[config.mk]
export PLATFORM = sky130hd
export DESIGN_NAME = qea_job_sequencer
export DESIGN_NICKNAME = d
export VERILOG_FILES = /design/src/rtl/qea_job_sequencer.sv
export SDC_FILE = /design/constraint.sdc
export NUM_CORES = 1
export LEC_CHECK = 0
export CAP_MARGIN = 20
export CORE_AREA = 3 3 393 395
export DETAILED_ROUTE_END_ITERATION = 10
export DIE_AREA = 0 0 396 398
export GPL_ROUTABILITY_DRIVEN = 0
export HOLD_SLACK_MARGIN = 0.03
export SYNTH_ARGS = -nofsm -noshare
export SYNTH_HDL_FRONTEND = slang
export SYNTH_SLANG_ARGS = --single-unit
[constraint.sdc]
create_clock -name clk -period 10.5 [get_ports clk]
set_input_delay 2.1 -clock clk [delete_from_list [all_inputs] [get_ports clk]]
set_output_delay 2.1 -clock clk [all_outputs]
set_load 0.05 [all_outputs]
[src/rtl/qea_job_sequencer.sv]
// rtl/qea_job_sequencer.sv - single-job sequencer driving the QEA core; optional QEA_SEQ_TIMEOUT_EN
// Loads context and state RAMs, starts QEA, times execution and streams the state vector back.
module qea_job_sequencer #(
  parameter int PE_NUM_WIDTH            = 2,
  parameter int PE_NUM                  = 4,
  parameter int DATA_WIDTH              = 32,
  parameter int MAX_QBIT_WIDTH          = 6,
  parameter int STATE_DATA_WIDTH        = DATA_WIDTH*2,
  parameter int STATE_ADDR_WIDTH        = 16,
  parameter int GATE_CONTEXT_DATA_WIDTH = DATA_WIDTH*2,
  parameter int GATE_CONTEXT_ADDR_WIDTH = 16,
  parameter int NUM_FRAC_BIT            = 30,
  parameter int RD_LAT                  = 1,
  parameter int CYC_WIDTH               = 32,
  parameter int TIMEOUT_CYC             = 1000000
) (
  input  logic                                 clk,
  input  logic                                 rst,
  input  logic                                 i_job_start,
  input  logic [MAX_QBIT_WIDTH-1:0]            i_qbit_num,
  input  logic [GATE_CONTEXT_ADDR_WIDTH-1:0]   i_ctx_num,
  input  logic                                 i_ctx_valid,
  input  logic [GATE_CONTEXT_DATA_WIDTH-1:0]   i_ctx_data,
  output logic                                 o_ctx_ready,
  output logic                                 o_qea_start,
  output logic [MAX_QBIT_WIDTH-1:0]            o_qea_qbit_num,
  output logic                                 o_qea_ctx_en,
  output logic                                 o_qea_ctx_wea,
  output logic [GATE_CONTEXT_ADDR_WIDTH-1:0]   o_qea_ctx_addr,
  output logic [GATE_CONTEXT_DATA_WIDTH-1:0]   o_qea_ctx_data,
  output logic                                 o_qea_state_ena,
  output logic                                 o_qea_state_wea,
  output logic [STATE_ADDR_WIDTH-1:0]          o_qea_state_addra,
  output logic [PE_NUM*STATE_DATA_WIDTH-1:0]   o_qea_state_dina,
  input  logic                                 i_qea_complete,
  input  logic [PE_NUM*STATE_DATA_WIDTH-1:0]   i_qea_state_dout,
  output logic                                 o_rd_valid,
  output logic [PE_NUM*STATE_DATA_WIDTH-1:0]   o_rd_data,
  output logic                                 o_rd_last,
  output logic                                 o_busy,
  output logic                                 o_done,
  output logic                                 o_error,
  output logic [CYC_WIDTH-1:0]                 o_exec_cycles
);
  localparam int WORD_W = PE_NUM*STATE_DATA_WIDTH;
  localparam logic [STATE_DATA_WIDTH-1:0] ONE_AMP =
    {DATA_WIDTH'(64'd1 << NUM_FRAC_BIT), DATA_WIDTH'(0)};
  localparam logic [WORD_W-1:0] WORD0 = {ONE_AMP, {(WORD_W-STATE_DATA_WIDTH){1'b0}}};

  typedef enum logic [2:0] {
    S_IDLE, S_LOAD_CTX, S_LOAD_STATE, S_START, S_WAIT_CPL, S_READ, S_DRAIN
  } state_t;

  state_t r_state, w_next;

  logic [GATE_CONTEXT_ADDR_WIDTH-1:0] r_ctx_cnt, r_ctx_last;
  logic [STATE_ADDR_WIDTH-1:0]        r_st_cnt, r_depth_m1, w_depth_m1;
  logic [MAX_QBIT_WIDTH-1:0]          w_shamt;
  logic [CYC_WIDTH-1:0]               r_cyc;
  logic                               r_first, r_rd_tag;
  logic [RD_LAT-1:0]                  r_vpipe, r_lpipe;

  logic w_job_ok, w_beat, w_ctx_end, w_st_end, w_cpl, w_timeout, w_drain_end;

  logic                               w_ctx_en, w_st_ena, w_st_wea, w_start, w_rd_tag;
  logic                               w_done, w_busy, w_error;
  logic [GATE_CONTEXT_ADDR_WIDTH-1:0] w_ctx_addr;
  logic [GATE_CONTEXT_DATA_WIDTH-1:0] w_ctx_data;
  logic [STATE_ADDR_WIDTH-1:0]        w_st_addr;
  logic [WORD_W-1:0]                  w_st_dina;
  logic [CYC_WIDTH-1:0]               w_exec;
  logic [MAX_QBIT_WIDTH-1:0]          w_qbit;

  assign w_job_ok    = (i_qbit_num >= MAX_QBIT_WIDTH'(PE_NUM_WIDTH)) && (i_ctx_num != '0);
  assign w_shamt     = i_qbit_num - MAX_QBIT_WIDTH'(PE_NUM_WIDTH);
  assign w_depth_m1  = (STATE_ADDR_WIDTH'(1) << w_shamt) - STATE_ADDR_WIDTH'(1);
  assign w_beat      = (r_state == S_LOAD_CTX) && i_ctx_valid;
  assign w_ctx_end   = w_beat && (r_ctx_cnt == r_ctx_last);
  assign w_st_end    = (r_st_cnt == r_depth_m1);
  assign w_cpl       = i_qea_complete && !r_first;
  assign w_drain_end = r_lpipe[RD_LAT-1];

`ifdef QEA_SEQ_TIMEOUT_EN
  assign w_timeout = (r_cyc >= CYC_WIDTH'(TIMEOUT_CYC));
`else
  assign w_timeout = (TIMEOUT_CYC < 0);
`endif

  always_ff @(posedge clk or posedge rst) begin
    if (rst) r_state <= S_IDLE;
    else     r_state <= w_next;
  end

  always_comb begin
    w_next = r_state;
    case (r_state)
      S_IDLE:       if (i_job_start && w_job_ok) w_next = S_LOAD_CTX;
      S_LOAD_CTX:   if (w_ctx_end) w_next = S_LOAD_STATE;
      S_LOAD_STATE: if (w_st_end) w_next = S_START;
      S_START:      w_next = S_WAIT_CPL;
      S_WAIT_CPL:   if (w_cpl) w_next = S_READ;
                    else if (w_timeout) w_next = S_IDLE;
      S_READ:       if (w_st_end) w_next = S_DRAIN;
      S_DRAIN:      if (w_drain_end) w_next = S_IDLE;
      default:      w_next = S_IDLE;
    endcase
  end

  // Next values for the registered outputs; strobes default low, status holds.
  always_comb begin
    w_ctx_en   = 1'b0;
    w_ctx_addr = '0;
    w_ctx_data = '0;
    w_st_ena   = 1'b0;
    w_st_wea   = 1'b0;
    w_st_addr  = '0;
    w_st_dina  = '0;
    w_start    = 1'b0;
    w_rd_tag   = 1'b0;
    w_done     = 1'b0;
    w_busy     = o_busy;
    w_error    = o_error;
    w_exec     = o_exec_cycles;
    w_qbit     = o_qea_qbit_num;
    case (r_state)
      S_IDLE: if (i_job_start) begin
        w_qbit = i_qbit_num;
        if (w_job_ok) begin
          w_busy  = 1'b1;
          w_error = 1'b0;
        end else begin
          w_error = 1'b1;
          w_done  = 1'b1;
        end
      end
      S_LOAD_CTX: if (w_beat) begin
        w_ctx_en   = 1'b1;
        w_ctx_addr = r_ctx_cnt;
        w_ctx_data = i_ctx_data;
      end
      S_LOAD_STATE: begin
        w_st_ena  = 1'b1;
        w_st_wea  = 1'b1;
        w_st_addr = r_st_cnt;
        w_st_dina = (r_st_cnt == '0) ? WORD0 : '0;
      end
      S_START: w_start = 1'b1;
      S_WAIT_CPL: begin
        if (w_cpl) begin
          w_exec = r_cyc;
        end else if (w_timeout) begin
          w_error = 1'b1;
          w_exec  = '1;
          w_done  = 1'b1;
          w_busy  = 1'b0;
        end
      end
      S_READ: begin
        w_st_ena  = 1'b1;
        w_st_addr = r_st_cnt;
        w_rd_tag  = w_st_end;
      end
      S_DRAIN: if (w_drain_end) begin
        w_done = 1'b1;
        w_busy = 1'b0;
      end
      default: ;
    endcase
  end

  always_ff @(posedge clk or posedge rst) begin
    if (rst) begin
      o_qea_ctx_en      <= 1'b0;
      o_qea_ctx_wea     <= 1'b0;
      o_qea_ctx_addr    <= '0;
      o_qea_ctx_data    <= '0;
      o_qea_state_ena   <= 1'b0;
      o_qea_state_wea   <= 1'b0;
      o_qea_state_addra <= '0;
      o_qea_state_dina  <= '0;
      o_qea_start       <= 1'b0;
      o_qea_qbit_num    <= '0;
      o_busy            <= 1'b0;
      o_done            <= 1'b0;
      o_error           <= 1'b0;
      o_exec_cycles     <= '0;
      r_rd_tag          <= 1'b0;
      r_vpipe           <= '0;
      r_lpipe           <= '0;
    end else begin
      o_qea_ctx_en      <= w_ctx_en;
      o_qea_ctx_wea     <= w_ctx_en;
      o_qea_ctx_addr    <= w_ctx_addr;
      o_qea_ctx_data    <= w_ctx_data;
      o_qea_state_ena   <= w_st_ena;
      o_qea_state_wea   <= w_st_wea;
      o_qea_state_addra <= w_st_addr;
      o_qea_state_dina  <= w_st_dina;
      o_qea_start       <= w_start;
      o_qea_qbit_num    <= w_qbit;
      o_busy            <= w_busy;
      o_done            <= w_done;
      o_error           <= w_error;
      o_exec_cycles     <= w_exec;
      r_rd_tag          <= w_rd_tag;
      // Read strobe as seen by QEA, delayed to match its read latency.
      r_vpipe[0]        <= o_qea_state_ena & ~o_qea_state_wea;
      r_lpipe[0]        <= r_rd_tag;
      for (int i = 1; i < RD_LAT; i++) begin
        r_vpipe[i] <= r_vpipe[i-1];
        r_lpipe[i] <= r_lpipe[i-1];
      end
    end
  end

  always_ff @(posedge clk or posedge rst) begin
    if (rst) begin
      r_ctx_cnt  <= '0;
      r_ctx_last <= '0;
      r_st_cnt   <= '0;
      r_depth_m1 <= '0;
      r_cyc      <= '0;
      r_first    <= 1'b0;
    end else begin
      r_first <= (r_state == S_START);
      if (r_state == S_IDLE && i_job_start) begin
        r_ctx_cnt  <= '0;
        r_ctx_last <= i_ctx_num - GATE_CONTEXT_ADDR_WIDTH'(1);
        r_st_cnt   <= '0;
        r_depth_m1 <= w_depth_m1;
      end
      if (w_beat) r_ctx_cnt <= r_ctx_cnt + GATE_CONTEXT_ADDR_WIDTH'(1);
      if (r_state == S_LOAD_STATE || r_state == S_READ)
        r_st_cnt <= w_st_end ? '0 : r_st_cnt + STATE_ADDR_WIDTH'(1);
      // Counter reads 1 in the cycle the start pulse is visible to QEA.
      if (r_state == S_START)
        r_cyc <= CYC_WIDTH'(1);
      else if (r_state == S_WAIT_CPL && !(&r_cyc))
        r_cyc <= r_cyc + CYC_WIDTH'(1);
    end
  end

  assign o_ctx_ready = (r_state == S_LOAD_CTX);
  assign o_rd_valid  = r_vpipe[RD_LAT-1];
  assign o_rd_last   = r_lpipe[RD_LAT-1];
  assign o_rd_data   = o_rd_valid ? i_qea_state_dout : '0;

endmodule

After elaboration in Yosys (flattened, before gate mapping)
Index checks and enable logic that the tools add are counted.
{"block": "totals", "output_inout_bits": 657, "input_bits": 347, "regBits": 500, "elab_cells": 107}
{"block": "op_classes", "n_shift": 1, "order_cmp": 1, "add_sub_neg": 6, "bitwise": 2, "reduce_logical": 23, "n_eq_ne": 16, "mux": 35}
{"op": "$mux W255", "count": 2}
{"op": "$mux W256", "count": 1}
{"op": "$mux W64", "count": 2}
{"op": "$mux W16", "count": 7}
{"op": "$mux W32", "count": 2}
{"op": "$add A16 B1 Y16 const B", "count": 2}
{"op": "$add A32 B1 Y32 const B", "count": 1}
{"op": "$eq A16 B16 Y1", "count": 2}
{"op": "$reduce_and A32 Y1", "count": 1}
{"op": "$pmux W3 S7", "count": 1}
{"op": "$mux W3", "count": 6}
{"op": "$logic_not A16 Y1", "count": 1}
{"op": "$reduce_bool A16 Y1", "count": 1}
{"op": "$shl A1 B6 Y16 const A", "count": 1}
{"op": "$sub A16 B1 Y16 const B", "count": 1}
{"op": "$sub A16 B2 Y16 const B", "count": 1}
{"op": "$ne A2 B2 Y1 const B", "count": 7}
{"op": "$mux W1", "count": 12}
{"op": "$eq A3 B3 Y1 const B", "count": 3}
{"op": "$reduce_bool A2 Y1", "count": 4}
{"op": "$logic_and A1 B1 Y1", "count": 7}
{"op": "$eq A3 B2 Y1 const B", "count": 2}
{"op": "$ge A6 B2 Y1 const B", "count": 1}
{"op": "$reduce_and A6 Y1", "count": 1}
{"op": "12 further kinds", "count": 15}

Logic depth before layout (Yosys ltp)
{"block": "logic_depth", "ltp_word": 5, "depth_mapped": 14, "mapped_depth_nobuf": 11}

Worst setup path before layout
Ideal clock, no wire load.
{"block": "synth_path", "path_type": "input port to output port", "from": "input i_qea_state_dout[0]", "to": "output o_rd_data[0]", "setup_slack_ns": 5.888, "t_required_ns": 8.400, "arrival_time_ns": 2.512, "cell_stages": 1, "n_path_buf": 0, "cell_sequence": "and2_1"}
{"block": "synth_via", "elab_chain_cells": 1}
{"item": "from (decl)", "line_no": "36", "rtl": "input logic [PE_NUM*STATE_DATA_WIDTH-1:0] i_qea_state_dout,"}
{"item": "$mux W256", "line_no": "246", "rtl": "assign o_rd_data = o_rd_valid ? i_qea_state_dout : '0;"}
{"item": "to (decl)", "line_no": "38", "rtl": "output logic [PE_NUM*STATE_DATA_WIDTH-1:0] o_rd_data,"}
Every way passes these cells.

Worst setup path in the final report
{"block": "layout_path", "from": "input i_qea_state_dout[212]", "to": "output o_rd_data[212]"}
The elaborated chain is that of the path after synthesis.

==> impl_metrics.csv <==
group,metric,value,unit
outcome,status,"finished, final reports clean",
logic_synthesis,synth_async_sr_flop_share,1.00,
floorplanning,rows,143,
worst_setup_path,required,8.40,ns
timing,maxSlewHeadroom,0.250,
floorplanning,ios,1004,
logic_synthesis,synth_top_cells_by_count,"and2_1, buf_4, dfrtp_1, nand2_1, and3_1",
routing,postRouteAntennaNets,0,
timing,setup_tns,0,ns
worst_setup_path,crit_chain,"clkdlybuf4s50_1, and2_1, clkdlybuf4s50_1",
power,p_sw_frac,0.291,
timing,setup_violations,0,
clocking,ctsResizeCount,0,
finish,stdcell_count,4325,
worst_setup_path,crit_arrival,4.26,ns
grt,grt_pass1_wl,151000,µm
worst_setup_path,path_common_cell,"clkdlybuf4s50_1",
finish,final_area,24300,µm²
logic_synthesis,synth_area_leaders,"dfrtp_1, buf_4, and2_1, and3_1, xnor2_1",
floorplanning,die_width,396,µm
placement,dp_hpwl,108000,µm
floorplanning,die-area,158000,µm²
placement,port_buffers,748,
logic_synthesis,synth.ff_latch_count,244,
routing,viasPerCell,3.14,
logic_synthesis,synth_top_area_share,0.426,
logic_synthesis,ys_warn_count,0,
clocking,cts.sinks,244,
finish,area_growth,69.5,%
worst_setup_path,worstPathMaxFanout,1,
power,power.total,2.49,mW
worst_setup_path,worst_setup_path_start_kind,"input pin",
timing,finalCriticalPeriod,6.36,ns
clocking,cts_tree,"yes",
placement,place_inst,4233,
power,powerDensity,102,nW/µm²
timing,drv_slew,0,
timing,tightest_slew,1.12,ns
grt,grt_max_degree,202,
routing,wl_per_cell,28.6,µm
grt,antenna_found_initial,130,
clocking,cts-root-buf,"clkbuf_16",
routing,dr.first_iter.drc_count,928,
grt,track_usage,0.149,
clocking,clk_pin_slew,0.06,ns
logic_synthesis,post-synth-top-count-cell,"and2_1",
routing,wl,124000,µm
timing,fin_ws,4.14,ns
floorplanning,die_y,398,µm
grt,grt_overflow,0,
clocking,cts_setup_buffers,0,
timing,fmax,157,MHz
power,netSwitchingPower,723,µW
worst_setup_path,slowest_delay,0.98,ns
clocking,clock_latency,0.58,ns
timing,post-route-period-util,0.606,
timing,hold_violations,0,
worst_setup_path,worst-setup-path-type,"in2out",
flow_run,cap_viol_max_count,0,
clocking,cts.htree.levels,1,
logic_synthesis,syn_inst,1540,
routing,drc,0,
placement,place_area,23100,µm²
worst_setup_path,cp-end-kind,"output pin",
floorplanning,initial_core_util,0.0945,
placement,pre_cts_ws,4.25,ns
grt,first_global_vias,12900,
logic_synthesis,synth_ff_type,"dfrtp_1",
power,internal_power,1.76,mW
routing,vias,13600,
logic_synthesis,synth_edf_count,0,
floorplanning,core_region_area,152000,µm²
clocking,postCtsHoldBufs,0,
timing,rsz0062_at_grt,"no",
min_path,min_path_type,"reg2reg",
routing,firstDrtPassIters,5,
power,p_clk_frac,0.448,
logic_synthesis,syn_area,14300,µm²
finish,drive_gt1_frac,0.0488,
power,combPwrFrac,0.169,
power,p_leak,10.1,nW
finish,layout.nets,2589,
clocking,clockBufferDepth,3,
clocking,cts_made_buffers,29,
power,seq_power_share,0.383,
logic_synthesis,ys_seq_area_frac,0.426,
power,ir_drop,0.104,mV
logic_synthesis,yosysUniqueCellTypes,59,
worst_setup_path,cp_slowest_cell,"clkdlybuf4s50_1",
logic_synthesis,synth_top_area_cell,"dfrtp_1",
logic_synthesis,avgSynthCellArea,9.30,µm²
timing,fin_skew,0.0195,ns
-- per-stage QoR --
step | hold slack, ns | utilization
floorplan | 0.331 | -
global placement | 0.339 | 0.153
detailed placement | 0.347 | 0.153
CTS | 0.360 | 0.160
global route | 0.368 | 0.160
finish | 0.354 | 0.160
-- metal layers --
metal,part of all wire,track usage,vias up,wire length (µm)
met5,0.0016,0,-,204
li1,-,-,6015,-
met4,0.062,0.0929,34,7610
met2,0.54,0.280,751,67000
met3,0.087,0.0563,227,10700
met1,0.31,0.134,6533,38100
-- power by group through the flow --
stage          Sequential, mW  Combinational [mW]  Clock, mW
3_3_place_gp            0.969               0.417          0
6_report                0.951               0.421       1.11
2_1_floorplan           0.973               0.318          0
4_1_cts                 0.951               0.420       1.17
3_5_place_dp            0.969               0.418          0
5_1_grt                 0.951               0.443       1.20
-- layout make-up --
class,instances,area [µm²]
clock buffers,34,754
fillers,17100,127000
flip-flops and latches,244,6110
diodes,39,97.6
multi-input cells,1187,6860
repair buffers,757,7560
inverters,16,67.6
well taps,2030,2540
clock inverters,18,289
-- registers in the layout (all words and copies together) (netlist names) --
signal and cells:
r_st_cnt 16, o_rd_last 1, o_qea_state_wea 1, r_cyc 32, o_qea_state_addra 16, r_depth_m1 16
r_state 3, o_qea_qbit_num 6, o_qea_ctx_data 64, o_busy 1, o_qea_start 1, r_ctx_cnt 16
o_error 1, o_qea_ctx_wea 1, o_exec_cycles 32, o_rd_valid 1, o_qea_state_dina 1, o_qea_state_ena 1
r_ctx_last 16, r_rd_tag 1, o_qea_ctx_addr 16, o_done 1
-- kinds of logic after synthesis --
kind of cell | after synthesis | share of synthesized area
AND/OR/NAND/NOR | 673 | 0.268
buffers and inverters | 363 | 0.163
flip-flops | 244 | 0.426
AO/OA/AOI/OAI | 134 | 0.0576
XOR/XNOR | 75 | 0.0459
multiplexers | 43 | 0.0328
adder cells (fa/ha/maj) | 7 | 0.00611
other | 1 | 0.000262
-- worst paths after layout --
kind                                        from                  to  slack, ns  cells past startpoint
setup / recovery           i_qea_state_dout[212]      o_rd_data[212]       4.14                      3
hold / removal                          r_rd_tag           o_rd_last       0.35                      0
setup reg to reg                      r_state[2]       r_ctx_cnt[14]       7.18                      8
hold reg to reg                         r_rd_tag           o_rd_last       0.35                      0
max in group asynchronous                    rst  o_qea_ctx_data[59]       6.62                      3
min in group asynchronous                    rst   o_exec_cycles[28]       2.36                      2
-- layout by cell type (no fill, tap or decap), types with 11 or more instances in the layout --
| cell type | synthesis | routed |
|---|---|---|
| a21oi_1 | 25 | 25 |
| and2_1 | 272 | 272 |
| and3_1 | 89 | 89 |
| clkbuf_16 | 0 | 29 |
| clkdlybuf4s50_1 | 0 | 747 |
| conb_1 | 1 | 255 |
| dfrtp_1 | 244 | 243 |
| diode_2 | 0 | 39 |
| inv_1 | 15 | 14 |
| mux2_2 | 31 | 31 |
| mux2i_1 | 12 | 12 |
| nand2_1 | 94 | 94 |
| nand3_1 | 33 | 33 |
| nand4_1 | 25 | 25 |
| nor2_1 | 71 | 71 |
| nor3_1 | 11 | 11 |
| nor4_1 | 15 | 15 |
| o21ai_0 | 57 | 57 |
| xnor2_1 | 47 | 47 |
| xor2_1 | 28 | 28 |
-- worst max-delay path, delay by kind of cell --
kind                   cells  cell delay [ns]
buffers and inverters      2             1.82
AND/OR/NAND/NOR            1             0.34
No activity file was read; power rests on OpenSTA's default activity.
